<file path="src/rtl/ld_str_ctrl.sv">
// ld_str_ctrl: single-outstanding load/store controller between a CPU-side
// strobe interface and a level-acknowledged memory port. Every output is a
// flop, and a wait counter aborts requests that the memory never answers.
module ld_str_ctrl #(
    parameter int unsigned TIMEOUT = 15
) (
    input  logic       clk,
    input  logic       clr,
    input  logic       start,
    input  logic       wr,
    input  logic [7:0] addr,
    input  logic [7:0] wdata,
    output logic       busy,
    output logic       done,
    output logic       err,
    output logic [7:0] rdata,
    output logic       mem_req,
    output logic       mem_we,
    output logic [7:0] mem_addr,
    output logic [7:0] mem_wdata,
    input  logic [7:0] mem_rdata,
    input  logic       mem_ack
);

    // Counter value at which the request is abandoned; an ack on that same
    // edge still takes priority over the abort.
    localparam logic [7:0] LAST_WAIT = 8'(TIMEOUT - 1);

    typedef enum logic [1:0] {
        IDLE = 2'd0,
        REQ  = 2'd1,
        DONE = 2'd2
    } state_t;

    state_t     state_q, state_d;
    logic [7:0] cnt_q, cnt_d;
    logic       busy_q, busy_d;
    logic       done_q, done_d;
    logic       err_q, err_d;
    logic [7:0] rdata_q, rdata_d;
    logic       memReq_q, memReq_d;
    logic       memWe_q, memWe_d;
    logic [7:0] memAddr_q, memAddr_d;
    logic [7:0] memWdata_q, memWdata_d;

    // Next-state and next-output logic; every register holds unless a transition touches it.
    always_comb begin
        state_d    = state_q;
        cnt_d      = cnt_q;
        busy_d     = busy_q;
        done_d     = done_q;
        err_d      = err_q;
        rdata_d    = rdata_q;
        memReq_d   = memReq_q;
        memWe_d    = memWe_q;
        memAddr_d  = memAddr_q;
        memWdata_d = memWdata_q;

        case (state_q)
            IDLE: begin
                // An ack still high from the last handshake blocks a new request.
                if (start && !mem_ack) begin
                    memWe_d    = wr;
                    memAddr_d  = addr;
                    memWdata_d = wdata;
                    memReq_d   = 1'b1;
                    busy_d     = 1'b1;
                    err_d      = 1'b0;
                    cnt_d      = 8'd0;
                    state_d    = REQ;
                end
            end
            REQ: begin
                if (mem_ack) begin
                    memReq_d = 1'b0;
                    done_d   = 1'b1;
                    if (!memWe_q) begin
                        rdata_d = mem_rdata;
                    end
                    state_d = DONE;
                end else if (cnt_q == LAST_WAIT) begin
                    memReq_d = 1'b0;
                    busy_d   = 1'b0;
                    err_d    = 1'b1;
                    state_d  = IDLE;
                end else begin
                    cnt_d = cnt_q + 8'd1;
                end
            end
            DONE: begin
                done_d  = 1'b0;
                busy_d  = 1'b0;
                state_d = IDLE;
            end
            default: begin
                state_d = IDLE;
            end
        endcase
    end

    // State and output registers; clr abandons any access immediately.
    always_ff @(posedge clk or negedge clr) begin
        if (!clr) begin
            state_q    <= IDLE;
            cnt_q      <= 8'd0;
            busy_q     <= 1'b0;
            done_q     <= 1'b0;
            err_q      <= 1'b0;
            rdata_q    <= 8'd0;
            memReq_q   <= 1'b0;
            memWe_q    <= 1'b0;
            memAddr_q  <= 8'd0;
            memWdata_q <= 8'd0;
        end else begin
            state_q    <= state_d;
            cnt_q      <= cnt_d;
            busy_q     <= busy_d;
            done_q     <= done_d;
            err_q      <= err_d;
            rdata_q    <= rdata_d;
            memReq_q   <= memReq_d;
            memWe_q    <= memWe_d;
            memAddr_q  <= memAddr_d;
            memWdata_q <= memWdata_d;
        end
    end

    assign busy      = busy_q;
    assign done      = done_q;
    assign err       = err_q;
    assign rdata     = rdata_q;
    assign mem_req   = memReq_q;
    assign mem_we    = memWe_q;
    assign mem_addr  = memAddr_q;
    assign mem_wdata = memWdata_q;

endmodule

</file>
<file path="config.mk">
export PLATFORM = sky130hd
export DESIGN_NAME = ld_str_ctrl
export DESIGN_NICKNAME = d
export VERILOG_FILES = /design/src/rtl/ld_str_ctrl.sv
export SDC_FILE = /design/constraint.sdc
export NUM_CORES = 1
export LEC_CHECK = 0
export CAP_MARGIN = 10
export CORE_MARGIN = 5
export CORE_UTILIZATION = 43
export CTS_CLUSTER_SIZE = 20
export DETAILED_ROUTE_END_ITERATION = 8
export PLACE_DENSITY = 0.75
export SLEW_MARGIN = 20
export SYNTH_ARGS = -nofsm -noshare
export SYNTH_HDL_FRONTEND = slang
export SYNTH_SLANG_ARGS = --single-unit
export TNS_END_PERCENT = 50
</file>
<file path="constraint.sdc">
create_clock -name clk -period 2.96 [get_ports clk]
set_input_delay 0.888 -clock clk [delete_from_list [all_inputs] [get_ports clk]]
set_output_delay 0.888 -clock clk [all_outputs]
set_load 0.1 [all_outputs]
</file>
## Word-level counts from Yosys, hierarchy flattened

Cells that the tools add are included.

- Input port bits: 29
- Register bits: 39
- Word-level logic and storage cells: 55
- Output and inout port bits: 29

- Multiplexer cells: 20
- Reductions and logical operators: 14
- Equality and inequality tests: 9
- Bitwise gates (word level): 1
- Add/sub/neg operators: 1

Operators with widths:

| kind | count |
|---|---|
| two-way mux 8 bit | 3 |
| case mux 8 bit (2 select lines) | 1 |
| AND reduction 4 bit | 3 |
| inequality test 2 bit (second input constant) | 5 |
| adder 8 x 1 -> 8 bit (second input constant) | 1 |
| equality test 8 x 4 -> 1 bit (second input constant) | 1 |
| two-way mux 1 bit | 8 |
| two-way mux 2 bit | 3 |
| case mux 1 bit (2 select lines) | 3 |
| AND reduction 2 bit | 3 |
| AND reduction 3 bit | 2 |
| case mux 2 bit (2 select lines) | 1 |
| nonzero test 2 bit | 2 |
| inequality test 3 bit (second input constant) | 1 |
| case mux 1 bit (3 select lines) | 1 |
| nonzero test 3 bit | 1 |
| equality test 2 x 1 -> 1 bit (second input constant) | 1 |
| equality test 2 bit (second input constant) | 1 |
| zero test 2 bit | 1 |
| logical AND 1 bit | 1 |
| zero test 1 bit | 1 |
| NOT 1 bit | 1 |

## Longest topological paths before layout

- Depth in word-level cells: 4
- Depth in mapped cells: 7
- Depth with buffers taken out: 6

## Worst setup path after synthesis

Ideal clock, no wire load.

- Path type: input port to flip-flop
- Start: input start
- End: register memAddr_q[0] (netlist: mem_addr[0])
- Cell stages on the path: 4
- Arrival time: 1.762 ns
- Slack: 1.072 ns
- Library setup time: 0.126 ns
- Data required time: 2.834 ns
- Buffers on the path: 1
- Cell sequence: nor2b_1 nand2_2 buf_2 mux2_2

- Word-level cells in the longest chain between the ends: 2

RTL lines:

| element | line | text |
|---|---|---|
| start, declared | 9 | `input logic start,` |
| logical AND 1 bit | 62 | `if (start && !mem_ack) begin` |
| AND reduction 2 bit (no source line) | -- |  |
| end signal, assigned | 123 | `memAddr_q <= memAddr_d;` |
| end, declared | 43 | `logic [7:0] memAddr_q, memAddr_d;` |

No other way between the ends.
A chain may end at the register's enable or synchronous reset.

## Worst setup path in the final report

- Start: input mem_ack
- End: register rdata_q[7] (netlist: rdata[7])

- Word-level cells in the longest chain between the ends: 1

RTL lines:

| element | line | text |
|---|---|---|
| start, declared | 22 | `input logic mem_ack` |
| AND reduction 3 bit (no source line) | -- |  |
| end signal, assigned | 120 | `rdata_q <= rdata_d;` |
| end, declared | 40 | `logic [7:0] rdata_q, rdata_d;` |

No other way between the ends.

==> results.md <==
- Maximum clock insertion buffer count: 2
- Fin crit share: roughly 80%
- Synth Register Bits: 39
- Tmin final: 2.382 ns
- Largest net degree at the start of global routing: 40
- Core box area: 4086 µm²
- Data arrival time of the critical path: 2.56 ns
- Area contributors post-synth: dfrtp_1 53%, mux2_2 10%, mux2_4 6.5%
- Status: finished clean
- H-tree depth: 2
- Setup bufs post-CTS: 0
- Slew headroom: 41.91%
- Hpwl dp: 3.208 mm
- Startpoint types: input pin
- Vias per inst: 5.324
- Yosys cell types: 36
- Final hold vios: 0
- Top-count cell post-synth: dfrtp_1
- Max-cap violations: 0
- Syn nets: ~190
- Worst setup EP type: register
- Ys flop type: dfrtp_1
- Initial antenna violation count: 0
- Cell accounting for the most synthesized area: dfrtp_1
- # port buffers: 57
- Root Driver: clkbuf_8
- Kind of critical path: in2reg
- Final WL: ~4.3 mm
- Die footprint: between 5000 and 6000 µm²
- Grt total ovfl: 0
- Mapped Cells: 153
- Slew @ Worst Pin: 0.8713 ns
- Avg WL per Cell: 16.24 µm
- N_diodes: 0
- Max FO, Critical Path: 8
- Final core occ: 61.30%
- Worst Path Required: 3.13 ns
- Initial Util: 45.19%
- Final setup violation count: 0
- First-pass GRT wire length: between 6 and 7 mm
- Die X-Extent: 75.54 µm
- Total track usage: 15.61%
- Post-Synthesis Cell Area: 1847 µm²
- Cts repair resizes: 0
- Num CTS Buffers: 5
- 1st-pass router iterations: 4
- Skew final: 0.003792 ns
- # clock sinks: 39
- # fillers: ~340
- Hold Path Class: reg2reg
- GPL Wtd Cong: approximately 0.9
- Post-synth EDFFs: 0
- Worst skew pair latency: 0.29 ns
- CTS Hold Bufs: 0
- Vias in the first global route: 1,442
- Layout cell share with drive strength beyond 1: 32.08%
- DR iter-0 viols: 80
- Post-synth top area share: 52.85%
- Vias: around 1,400
- Most frequent cells after synthesis: 39 x dfrtp_1, 17 x mux2_2, 13 x nand2_1
- Post-route ant nets: 0
- Final #Nets: about 250
- Post-synthesis sequential area ratio: 52.85%
- CTS tree: yes
- RSZ-0062 raised after global routing: no
- Fin. max-slew vios: 0
- Setup TNS: 0 ns
- Asr flop ratio synth: 100.0%
- Fmax achieved: 419.9 MHz
- Drt drc: 0
- Ys Warns: 0
- Clk slew on worst S/H paths: 0.07 ns
- Ports: 58
- Syn avg cell area: 12.07 µm²
- Row cnt: 23
- Die extent in y: 75.54 µm
- P&R area growth vs syn: 35.64%
==> critical path, cell delays in order <==
cell,delay [ns]
clkdlybuf4s50_1,0.59
inv_2,0.11
or3_1,0.59
mux2_4,0.38
==> metrics by stage <==
stage          hold WS, ns  setup slack (ns)  area [µm²]  instances
4_1_cts             0.5122            0.5793        2505        262
5_1_grt             0.5181            0.5208        2505        262
6_report            0.5108            0.5783        2505        262
3_3_place_gp        0.4900            0.3340        2372        254
2_1_floorplan       0.4859             1.072        1847        153
3_5_place_dp        0.4940            0.2689        2372        254
==> layout by cell type, fill, tap and decap left out, types with 4 or more instances in the layout <==
| master | instances |
|---|---|
| dfrtp_1 | 39 |
| nor2_1 | 4 |
| a21oi_1 | 5 |
| o21ai_0 | 5 |
| mux2_2 | 17 |
| ha_1 | 6 |
| a31oi_1 | 4 |
| inv_1 | 6 |
| clkdlybuf4s50_1 | 27 |
| buf_4 | 30 |
| nand2_1 | 13 |
| clkbuf_8 | 5 |
| o31ai_1 | 4 |
| mux2_4 | 8 |
| nand3_1 | 6 |
==> registers in the layout (all words and copies together), names as in the netlist <==
signal / count
cnt_q: 8
mem_addr: 8
mem_wdata: 8
rdata: 8
state_q: 2
busy: 1
done: 1
err: 1
mem_req: 1
mem_we: 1
==> routing by layer <==
metal	share of wire, %	global-route usage (%)
met5	0	0
met4	1.5	5.049
met3	6.6	5.409
met2	50	25.41
met1	42	19.51
==> cells by family (layout without fill, tap and decap cells) <==
family	count (synthesis)	in the layout	share of synthesized area (%)
AO/OA/AOI/OAI	30	30	11.45
adder cells (fa/ha/maj)	6	6	4.065
buffers and inverters	15	74	3.658
flip-flops	39	39	52.85
multiplexers	27	27	17.95
AND/OR/NAND/NOR	36	36	10.03
==> path summary, 6_finish.rpt <==
path,from,endpoint,slack (ns),depth (start not counted)
worst max-delay path,mem_ack,rdata[7],0.58,4
worst min-delay path,mem_addr[5],mem_addr[5],0.51,1
worst max register to register,cnt_q[4],busy,1.01,4
worst min register to register,mem_addr[5],mem_addr[5],0.51,1
max in group asynchronous,clr,rdata[7],1.70,1
min in group asynchronous,clr,state_q[1],0.71,1
==> layout make-up <==
class | count | area (µm²) | share of cell area (%)
clock buffers | 6 | 72.57 | 2.897
clock inverters | 2 | 60.06 | 2.398
inverters | 8 | 30.03 | 1.199
multi-input cells | 99 | 803.3 | 32.07
flip-flops and latches | 39 | 975.9 | 38.96
well taps | 50 | 62.56 | 2.498
repair buffers | 58 | 500.5 | 19.98
Power is left out: the tool's default activity adds up to more than one toggle a clock period on the data nets, which glitch-free logic cannot reach.
